File: src/rtl/pipe_stage_reg_pkg.sv
// Shared definitions for the inter-stage pipeline register: ExcCodes, control
// bundle layout and the all-zero bubble.
package pipe_stage_reg_pkg;

    localparam int TNEW_W_DEF = 2;
    localparam int EXC_W      = 5;
    localparam int REG_W      = 5;

    typedef enum logic [EXC_W-1:0] {
        EXC_INT  = 5'd0,
        EXC_ADEL = 5'd4,
        EXC_ADES = 5'd5,
        EXC_RI   = 5'd10,
        EXC_OV   = 5'd12
    } exc_code_e;

    typedef struct packed {
        logic             valid;
        logic             regwrite;
        logic             memwrite;
        logic [REG_W-1:0] waddr;
        logic             bd;
        logic             exc_valid;
        logic [EXC_W-1:0] exc_code;
    } ctrl_t;

    localparam ctrl_t BUBBLE = '0;

endpackage

File: src/rtl/pipe_stage_reg_if.sv
// Instruction bundle entering and leaving one pipeline boundary; the stage
// logic drives the in_/loc_ side, the register drives the out_ side.
interface pipe_stage_reg_if
    import pipe_stage_reg_pkg::*;
#(
    parameter int DATA_W    = 32,
    parameter int NUM_LANES = 2,
    parameter int TNEW_W    = TNEW_W_DEF
);
    logic                        in_valid;
    logic                        in_regwrite;
    logic                        in_memwrite;
    logic [REG_W-1:0]            in_waddr;
    logic [TNEW_W-1:0]           in_tnew;
    logic [31:0]                 in_pc;
    logic                        in_bd;
    logic [NUM_LANES*DATA_W-1:0] in_data;
    logic                        in_exc_valid;
    logic [EXC_W-1:0]            in_exc_code;
    logic                        loc_exc_valid;
    logic [EXC_W-1:0]            loc_exc_code;

    logic                        out_valid;
    logic                        out_regwrite;
    logic                        out_memwrite;
    logic [REG_W-1:0]            out_waddr;
    logic [TNEW_W-1:0]           out_tnew;
    logic [31:0]                 out_pc;
    logic                        out_bd;
    logic [NUM_LANES*DATA_W-1:0] out_data;
    logic                        out_exc_valid;
    logic [EXC_W-1:0]            out_exc_code;

    modport master (
        output in_valid, in_regwrite, in_memwrite, in_waddr, in_tnew, in_pc,
               in_bd, in_data, in_exc_valid, in_exc_code, loc_exc_valid, loc_exc_code,
        input  out_valid, out_regwrite, out_memwrite, out_waddr, out_tnew, out_pc,
               out_bd, out_data, out_exc_valid, out_exc_code
    );

    modport slave (
        input  in_valid, in_regwrite, in_memwrite, in_waddr, in_tnew, in_pc,
               in_bd, in_data, in_exc_valid, in_exc_code, loc_exc_valid, loc_exc_code,
        output out_valid, out_regwrite, out_memwrite, out_waddr, out_tnew, out_pc,
               out_bd, out_data, out_exc_valid, out_exc_code
    );

endinterface

File: src/rtl/pipe_stage_reg_sat_counter.sv
// Saturating up-counter with synchronous clear (clear wins over increment).
module pipe_stage_reg_sat_counter #(
    parameter int W = 16
) (
    input  logic         clk,
    input  logic         reset,
    input  logic         inc_i,
    input  logic         clr_i,
    output logic [W-1:0] cnt_o
);
    logic [W-1:0] cnt_q, cnt_d;

    always_comb begin
        cnt_d = cnt_q;
        if (clr_i)
            cnt_d = '0;
        else if (inc_i && (cnt_q != '1))
            cnt_d = cnt_q + W'(1);
    end

    always_ff @(posedge clk or negedge reset) begin
        if (!reset) cnt_q <= '0;
        else        cnt_q <= cnt_d;
    end

    assign cnt_o = cnt_q;

endmodule

File: src/rtl/pipe_stage_reg.sv
// Generic MIPS inter-stage register: hold, flush-to-bubble, Tnew countdown,
// in-stage exception merge with write suppression and a stall counter.
module pipe_stage_reg
    import pipe_stage_reg_pkg::*;
#(
    parameter int DATA_W    = 32,
    parameter int NUM_LANES = 2,
    parameter int TNEW_W    = TNEW_W_DEF,
    parameter int TNEW_DEC  = 1,
    parameter int CNT_W     = 16
) (
    input  logic             clk,
    input  logic             reset,
    input  logic             en,
    input  logic             flush,
    input  logic             cnt_clr,
    pipe_stage_reg_if.slave  bus,
    output logic [CNT_W-1:0] stall_cnt
);
    localparam int PAY_W = NUM_LANES * DATA_W;

    ctrl_t             ctrl_q, ctrl_d, load_ctrl;
    logic [TNEW_W-1:0] tnew_q, tnew_d;
    logic [31:0]       pc_q, pc_d;
    logic [PAY_W-1:0]  data_q, data_d;
    logic              exc_any;

    function automatic logic [TNEW_W-1:0] tnew_next(input logic [TNEW_W-1:0] t);
        if (TNEW_DEC == 0)
            return t;
        else if (t == '0)
            return '0;
        else
            return t - TNEW_W'(1);
    endfunction

    // Upstream exception is older than the local one, so its code wins.
    always_comb begin
        load_ctrl = BUBBLE;
        exc_any   = bus.in_valid & (bus.in_exc_valid | bus.loc_exc_valid);

        load_ctrl.valid     = bus.in_valid;
        load_ctrl.waddr     = bus.in_waddr;
        load_ctrl.bd        = bus.in_bd;
        load_ctrl.regwrite  = bus.in_valid & bus.in_regwrite & ~exc_any;
        load_ctrl.memwrite  = bus.in_valid & bus.in_memwrite & ~exc_any;
        load_ctrl.exc_valid = exc_any;
        load_ctrl.exc_code  = EXC_INT;
        if (bus.in_valid) begin
            if (bus.in_exc_valid)
                load_ctrl.exc_code = bus.in_exc_code;
            else if (bus.loc_exc_valid)
                load_ctrl.exc_code = bus.loc_exc_code;
        end
    end

    // Flush keeps the incoming PC so the squashed slot still has a traceable EPC.
    always_comb begin
        ctrl_d = ctrl_q;
        tnew_d = tnew_q;
        pc_d   = pc_q;
        data_d = data_q;
        if (flush) begin
            ctrl_d = BUBBLE;
            tnew_d = '0;
            pc_d   = bus.in_pc;
            data_d = '0;
        end else if (en) begin
            ctrl_d = load_ctrl;
            tnew_d = tnew_next(bus.in_tnew);
            pc_d   = bus.in_pc;
            data_d = bus.in_data;
        end
    end

    always_ff @(posedge clk or negedge reset) begin
        if (!reset) begin
            ctrl_q <= BUBBLE;
            tnew_q <= '0;
            pc_q   <= '0;
            data_q <= '0;
        end else begin
            ctrl_q <= ctrl_d;
            tnew_q <= tnew_d;
            pc_q   <= pc_d;
            data_q <= data_d;
        end
    end

    assign bus.out_valid     = ctrl_q.valid;
    assign bus.out_regwrite  = ctrl_q.regwrite;
    assign bus.out_memwrite  = ctrl_q.memwrite;
    assign bus.out_waddr     = ctrl_q.waddr;
    assign bus.out_bd        = ctrl_q.bd;
    assign bus.out_exc_valid = ctrl_q.exc_valid;
    assign bus.out_exc_code  = ctrl_q.exc_code;
    assign bus.out_tnew      = tnew_q;
    assign bus.out_pc        = pc_q;
    assign bus.out_data      = data_q;

    pipe_stage_reg_sat_counter #(.W(CNT_W)) u_stall_cnt (
        .clk   (clk),
        .reset (reset),
        .inc_i (~en & ~flush & ctrl_q.valid),
        .clr_i (cnt_clr),
        .cnt_o (stall_cnt)
    );

endmodule

File: src/flat_wrapper.sv
// flat-port wrapper written by rule: the top's interface ports become plain ports
module pipe_stage_reg_flat import pipe_stage_reg_pkg::*;
#(
    parameter int DATA_W    = 32,
    parameter int NUM_LANES = 2,
    parameter int TNEW_W    = TNEW_W_DEF,
    parameter int TNEW_DEC  = 1,
    parameter int CNT_W     = 16
)
  (clk, reset, en, flush, cnt_clr, stall_cnt, bus_in_valid, bus_in_regwrite, bus_in_memwrite, bus_in_waddr, bus_in_tnew, bus_in_pc, bus_in_bd, bus_in_data, bus_in_exc_valid, bus_in_exc_code, bus_loc_exc_valid, bus_loc_exc_code, bus_out_valid, bus_out_regwrite, bus_out_memwrite, bus_out_waddr, bus_out_tnew, bus_out_pc, bus_out_bd, bus_out_data, bus_out_exc_valid, bus_out_exc_code);
  pipe_stage_reg_if #(.DATA_W(DATA_W), .NUM_LANES(NUM_LANES), .TNEW_W(TNEW_W)) bus_i ();
  input  logic clk;
  input  logic reset;
  input  logic en;
  input  logic flush;
  input  logic cnt_clr;
  output logic [CNT_W-1:0] stall_cnt;
  input wire logic [$bits(bus_i.in_valid)-1:0] bus_in_valid;
  input wire logic [$bits(bus_i.in_regwrite)-1:0] bus_in_regwrite;
  input wire logic [$bits(bus_i.in_memwrite)-1:0] bus_in_memwrite;
  input wire logic [$bits(bus_i.in_waddr)-1:0] bus_in_waddr;
  input wire logic [$bits(bus_i.in_tnew)-1:0] bus_in_tnew;
  input wire logic [$bits(bus_i.in_pc)-1:0] bus_in_pc;
  input wire logic [$bits(bus_i.in_bd)-1:0] bus_in_bd;
  input wire logic [$bits(bus_i.in_data)-1:0] bus_in_data;
  input wire logic [$bits(bus_i.in_exc_valid)-1:0] bus_in_exc_valid;
  input wire logic [$bits(bus_i.in_exc_code)-1:0] bus_in_exc_code;
  input wire logic [$bits(bus_i.loc_exc_valid)-1:0] bus_loc_exc_valid;
  input wire logic [$bits(bus_i.loc_exc_code)-1:0] bus_loc_exc_code;
  output wire logic [$bits(bus_i.out_valid)-1:0] bus_out_valid;
  output wire logic [$bits(bus_i.out_regwrite)-1:0] bus_out_regwrite;
  output wire logic [$bits(bus_i.out_memwrite)-1:0] bus_out_memwrite;
  output wire logic [$bits(bus_i.out_waddr)-1:0] bus_out_waddr;
  output wire logic [$bits(bus_i.out_tnew)-1:0] bus_out_tnew;
  output wire logic [$bits(bus_i.out_pc)-1:0] bus_out_pc;
  output wire logic [$bits(bus_i.out_bd)-1:0] bus_out_bd;
  output wire logic [$bits(bus_i.out_data)-1:0] bus_out_data;
  output wire logic [$bits(bus_i.out_exc_valid)-1:0] bus_out_exc_valid;
  output wire logic [$bits(bus_i.out_exc_code)-1:0] bus_out_exc_code;
  assign bus_i.in_valid = bus_in_valid;
  assign bus_i.in_regwrite = bus_in_regwrite;
  assign bus_i.in_memwrite = bus_in_memwrite;
  assign bus_i.in_waddr = bus_in_waddr;
  assign bus_i.in_tnew = bus_in_tnew;
  assign bus_i.in_pc = bus_in_pc;
  assign bus_i.in_bd = bus_in_bd;
  assign bus_i.in_data = bus_in_data;
  assign bus_i.in_exc_valid = bus_in_exc_valid;
  assign bus_i.in_exc_code = bus_in_exc_code;
  assign bus_i.loc_exc_valid = bus_loc_exc_valid;
  assign bus_i.loc_exc_code = bus_loc_exc_code;
  assign bus_out_valid = bus_i.out_valid;
  assign bus_out_regwrite = bus_i.out_regwrite;
  assign bus_out_memwrite = bus_i.out_memwrite;
  assign bus_out_waddr = bus_i.out_waddr;
  assign bus_out_tnew = bus_i.out_tnew;
  assign bus_out_pc = bus_i.out_pc;
  assign bus_out_bd = bus_i.out_bd;
  assign bus_out_data = bus_i.out_data;
  assign bus_out_exc_valid = bus_i.out_exc_valid;
  assign bus_out_exc_code = bus_i.out_exc_code;
  pipe_stage_reg #(.DATA_W(DATA_W), .NUM_LANES(NUM_LANES), .TNEW_W(TNEW_W), .TNEW_DEC(TNEW_DEC), .CNT_W(CNT_W)) u_core (.clk(clk), .reset(reset), .en(en), .flush(flush), .cnt_clr(cnt_clr), .bus(bus_i), .stall_cnt(stall_cnt));
endmodule
File: config.mk
export PLATFORM = sky130hd
export DESIGN_NAME = pipe_stage_reg_flat
export DESIGN_NICKNAME = d
export VERILOG_FILES = /design/src/rtl/pipe_stage_reg_pkg.sv /design/src/rtl/pipe_stage_reg_if.sv /design/src/rtl/pipe_stage_reg_sat_counter.sv /design/src/rtl/pipe_stage_reg.sv /design/src/flat_wrapper.sv
export SDC_FILE = /design/constraint.sdc
export NUM_CORES = 1
export LEC_CHECK = 0
export CAP_MARGIN = 10
export CORE_UTILIZATION = 44
export DETAILED_ROUTE_END_ITERATION = 8
export HOLD_SLACK_MARGIN = 0.08
export MAX_ROUTING_LAYER = met4
export PLACE_DENSITY = 0.89
export SLEW_MARGIN = 20
export SYNTH_ARGS = -nofsm -noshare
export SYNTH_HDL_FRONTEND = slang
export SYNTH_HIERARCHICAL = 1
export SYNTH_SLANG_ARGS = --single-unit
File: constraint.sdc
create_clock -name clk -period 3.7 [get_ports clk]
set_clock_uncertainty 0.05 [all_clocks]
set_input_delay 1.11 -clock clk [delete_from_list [all_inputs] [get_ports clk]]
set_output_delay 1.11 -clock clk [all_outputs]
set_load 0.02 [all_outputs]
# ---- Yosys cells after proc, flatten, opt, wreduce, memory -nomap -nowiden
# Cells that the tools add are included.
dict set report word_totals {
  reg_bits 129
  elab_cells 43
  input_bits 124
  output_inout_bits 129
}
dict set report classes {
  n_eq_ne 1
  bitwise_logic 11
  n_mux 14
  reduce_logical 4
  n_addsub 2
}
# operator n
set op_table {}
lappend op_table {{two-way mux 64 bit} 2}
lappend op_table {{two-way mux 32 bit} 2}
lappend op_table {{two-way mux 16 bit} 2}
lappend op_table {{two-way mux 15 bit} 2}
lappend op_table {{adder 16 x 1 -> 16 bit, second input constant} 1}
lappend op_table {{!= test 16 bit, second input constant} 1}
lappend op_table {{two-way mux 5 bit} 3}
lappend op_table {{bitwise AND 1 bit} 7}
lappend op_table {{two-way mux 2 bit} 3}
lappend op_table {{nonzero test 2 bit} 2}
lappend op_table {{NOT 1 bit} 3}
lappend op_table {{logical NOT 2 bit} 1}
lappend op_table {{subtractor 2 x 1 -> 2 bit, second input constant} 1}
lappend op_table {{logical AND 1 bit} 1}
lappend op_table {{bitwise OR 1 bit} 1}

# ---- Logic depth before layout (Yosys ltp)
dict set report logic_depth {
  ltp_word 6
  mapped_depth 8
}

# ---- Modules after synthesis
# The synthesis kept the hierarchy.
# module cells_per_inst n_inst area_per_inst_um2 seq_area_each_um2
set by_module_without_submodules {}
lappend by_module_without_submodules {pipe_stage_reg 339 1 4583.1 2827.7}
lappend by_module_without_submodules {pipe_stage_reg_sat_counter 98 1 942.2 400.4}

# ---- Least setup slack after synthesis
# Ideal clock, no wire load.
dict set report synth_timing {
  path_type {input port to flip-flop}
  from {input en}
  to {register u_core.u_stall_cnt.cnt_q[3], in the netlist u_core/u_stall_cnt/cnt_o[3]}
  t_arrival_ns 2.575
  setup_time_ns 0.078
  setup_slack_ns 0.997
  path_stages 7
  cell_sequence {buf_6 nor2_4 and2_1 inv_1 clkbuf_1 or4_2 a21oi_1}
}
dict set report synth_via {
  elab_chain_len 5
}
# element line
set synth_rtl {}
lappend synth_rtl {{from (decl)} flat_wrapper.sv:14} ;# input logic en;
lappend synth_rtl {{NOT 1 bit} pipe_stage_reg.sv:104} ;# .inc_i (~en & ~flush & ctrl_q.valid),
lappend synth_rtl {{bitwise AND 1 bit (2 in a row)} pipe_stage_reg.sv:104}
lappend synth_rtl {{logical AND 1 bit} pipe_stage_reg_sat_counter.sv:17} ;# else if (inc_i && (cnt_q != '1))
lappend synth_rtl {{nonzero test 2 bit (no line)} --}
lappend synth_rtl {{to (signal assigned)} pipe_stage_reg_sat_counter.sv:23} ;# else cnt_q <= cnt_d;
lappend synth_rtl {{to (decl)} pipe_stage_reg_sat_counter.sv:11} ;# logic [W-1:0] cnt_q, cnt_d;
# No other way between the ends.
# A chain may end at the register's enable or synchronous reset.

# ---- Worst setup path in the final report
dict set report layout_timing {
  from {register u_core.u_stall_cnt.cnt_q[2], in the netlist u_core/u_stall_cnt/cnt_o[2]}
  to {output stall_cnt[2]}
}
# element line
set layout_rtl {}
lappend layout_rtl {{to (decl)} flat_wrapper.sv:17} ;# output logic [CNT_W-1:0] stall_cnt;
# No word-level cell between the ends.

==> results.yml <==
run_status:
  status: "completed"
logic_synthesis:
  synthFlopType: "dfrtp_1"
  synth_top_area_share_pct: 58.4
  synth_cell_types: 46
  syn_area_sq_um: 5530
  async_reset_ff_share_pct: 100
  yosysWarnings: 6
  ys_seq_area_share_pct: 58.4
  yosysTopAreaCell: "dfrtp_1"
  synth_nets: 562
  synth_area_leaders: "dfrtp_1, mux2i_1, mux2_2"
  synth_seq_cells: 129
  synth-edff-count: 0
  synth_area_per_cell_sq_um: 12.6
  netlist_instances: 437
drt:
  ant_nets: 0
  wire_per_inst_um: 17.2
  dr.pass1.iters: 4
  routed_wl_um: 14900
  vias: 4425
  drcViolationCount: 0
  viasPerCell: 5.10
  first_iter_violations: 250
timing:
  fin_setup_tns_ns: 0
  tightest_slew_ns: 0.902
  max_freq_mhz: 363
  fin_crit_ns: 2.75
  maxSlewHeadroom_pct: 39.4
  maxSlewViolCount: 0
  setup-violations-final: 0
  finalCritPeriodShare_pct: 74.4
  finalHoldViolCount: 0
  rsz0062_at_grt: "false"
floorplanning:
  core_area_sq_um: 12100
  start_util_pct: 45.6
  pin_count: 253
  fp.dieH_um: 114
  num_rows: 40
  die_width_um: 114
  die_area_sq_um: 13000
placed_design:
  place_congestion: 0.881
  place_area_sq_um: 8060
  hpwl_um: 10600
  io_buffers: 252
clock_network:
  cts_setup_buffers: 0
  cts_tree: "built"
  cts_buffer_depth: 2
  htree_levels: 4
  cts-root-buf: "clkbuf_16"
  cts-hold-fix-buffers: 0
  numCtsBuffers: 17
  clk_latency_ns: 0.40
  clkSinkCount: 129
  clkSlewWorstSetupHoldPaths_ns: 0.05
  postCtsResizedCells: 0
cells_and_area:
  area_growth_pct: 55.6
  final_cell_mix: "clkdlybuf4s50_1, dfrtp_1, nor2_1, mux2i_1, mux2_2"
  drive_above_1_share_pct: 11.2
  insertedDiodeCount: 0
  final_nets: 811
  design_area_sq_um: 8600
  final_common_cell: "clkdlybuf4s50_1"
  nFillCells: 825
grt:
  grt_max_degree: 82
  grt_usage_pct: 24.3
  grt_pass1_vias: 4594
  grt_pass1_wl_um: 23300
  gr-total-overflow: 0
  antenna_found_initial: 0
worst_hold_path:
  hold_class: "register to register"
critical_path:
  start_kind: "register"
  path_cells: "clkdlybuf4s50_1"
  slowest_stage: "clkdlybuf4s50_1"
  critPathTopFamily: "buffers and inverters"
  worstPathRequired_ns: 2.54
  slowest_delay_ns: 0.69
  critPathCaptureType: "output port"
  critPathMaxFanout: 8
  critPathBufInv: 1
  arrival_ns: 1.59
  crit_type: "register to output port"
power_and_ir_drop:
  p_sw_share_pct: 23.9
  ir_drop_mv: 0.300
  clock_power_share_pct: 41.8
  power.switching_uw: 874
  p_leak_nw: 3.81
  power_density_nw_per_um2: 425
  seq_power_share_pct: 41.9
  p_int_mw: 2.78
  p_comb_share_pct: 16.3
run:
  drv_cap: 0
==> state kept, by name (all words and copies together) (netlist names) <==
signal,cells
u_core/bus.out_exc_valid,1
u_core/bus.out_bd,1
u_core/bus.out_waddr,5
u_core/bus.out_tnew,2
u_core/u_stall_cnt/cnt_o,16
u_core/bus.out_data,64
u_core/bus.out_memwrite,1
u_core/bus.out_exc_code,5
u_core/bus.out_valid,1
u_core/bus.out_regwrite,1
u_core/bus.out_pc,32
==> power groups by stage <==
stage / clock (mW) / sequential (mW) / combinational, mW
after floorplan: 0 / 1.65 / 0.164
after global placement: 0 / 1.55 / 0.587
after detailed placement: 0 / 1.56 / 0.601
after CTS: 1.56 / 1.53 / 0.605
after global routing: 1.62 / 1.54 / 0.636
final: 1.53 / 1.53 / 0.597
==> kinds of logic after synthesis <==
family / after synthesis / share of synthesized area [%]
AOI/OAI and AO/OA: 39 / 4.48
adders and majority gates: 1 / 0.226
buffers and inverters: 30 / 4.60
DFF: 129 / 58.4
muxes: 106 / 20.2
and+or+nand+nor: 132 / 12.1
==> Yosys cell counts, types with 2 or more instances <==
cell type  instances
clkbuf_1           6
mux2_1             4
buf_8              5
a21oi_1           13
nor2_1            75
o21ai_0            7
nor4_1             4
mux2_2            30
o21ai_1            3
buf_1              3
or3_1              2
buf_6              4
nand2b_1           3
nor2b_1            4
nand4_1            6
and3_1             2
nand3_1            4
nand2_1           12
mux2i_1           70
a22o_1             2
a22oi_1            5
dfrtp_1          129
nand3b_1           2
or4_1              5
mux2_4             2
and4_2             2
inv_1              3
clkbuf_8           3
buf_2              3
o31ai_1            7
or4_2              2
==> worst paths after layout <==
check	from	to	slack, ns	depth (start not counted)
max	u_core/u_stall_cnt/cnt_o[2]	stall_cnt[2]	0.95	1
min	u_core/bus.out_exc_code[2]	u_core/bus.out_exc_code[2]	0.43	2
max reg2reg	u_core/u_stall_cnt/cnt_o[0]	u_core/u_stall_cnt/cnt_o[15]	1.34	5
min reg2reg	u_core/bus.out_exc_code[2]	u_core/bus.out_exc_code[2]	0.43	2
max in group asynchronous	reset	u_core/bus.out_pc[24]	2.06	2
min in group asynchronous	reset	u_core/bus.out_regwrite	0.67	1
==> per-stage QoR <==
step	std cells	hold WS, ns	utilization, %	setup WS [ns]	power, mW
floorplan	437	0.529	-	0.997	1.81
global placement	835	0.415	66.5	0.773	2.14
detailed placement	835	0.422	66.5	0.704	2.16
CTS	867	0.432	71.0	0.943	3.70
global route	867	0.457	71.0	0.884	3.80
finish	867	0.427	71.0	0.949	3.66
==> routing by layer <==
| layer | wire length, um | vias up | GRT usage (%) |
|---|---|---|---|
| met5 | 0 | - | - |
| met4 | 302 | 0 | 9.00 |
| met3 | 1190 | 25 | 7.25 |
| met2 | 7720 | 219 | 41.1 |
| met1 | 5680 | 2146 | 27.1 |
| li1 | - | 2035 | - |
==> area by class of cell <==
| class | count | area [sq um] | share of cell area (%) |
|---|---|---|---|
| Clock buffer | 26 | 489 | 5.69 |
| Sequential cell | 129 | 3230 | 37.5 |
| Clock inverter | 6 | 55.1 | 0.640 |
| Timing Repair Buffer | 257 | 2560 | 29.8 |
| Multi-Input combinational cell | 278 | 2040 | 23.8 |
| Tap cell | 168 | 210 | 2.44 |
| Inverter | 3 | 11.3 | 0.131 |
(Power assumes the default switching activity.)
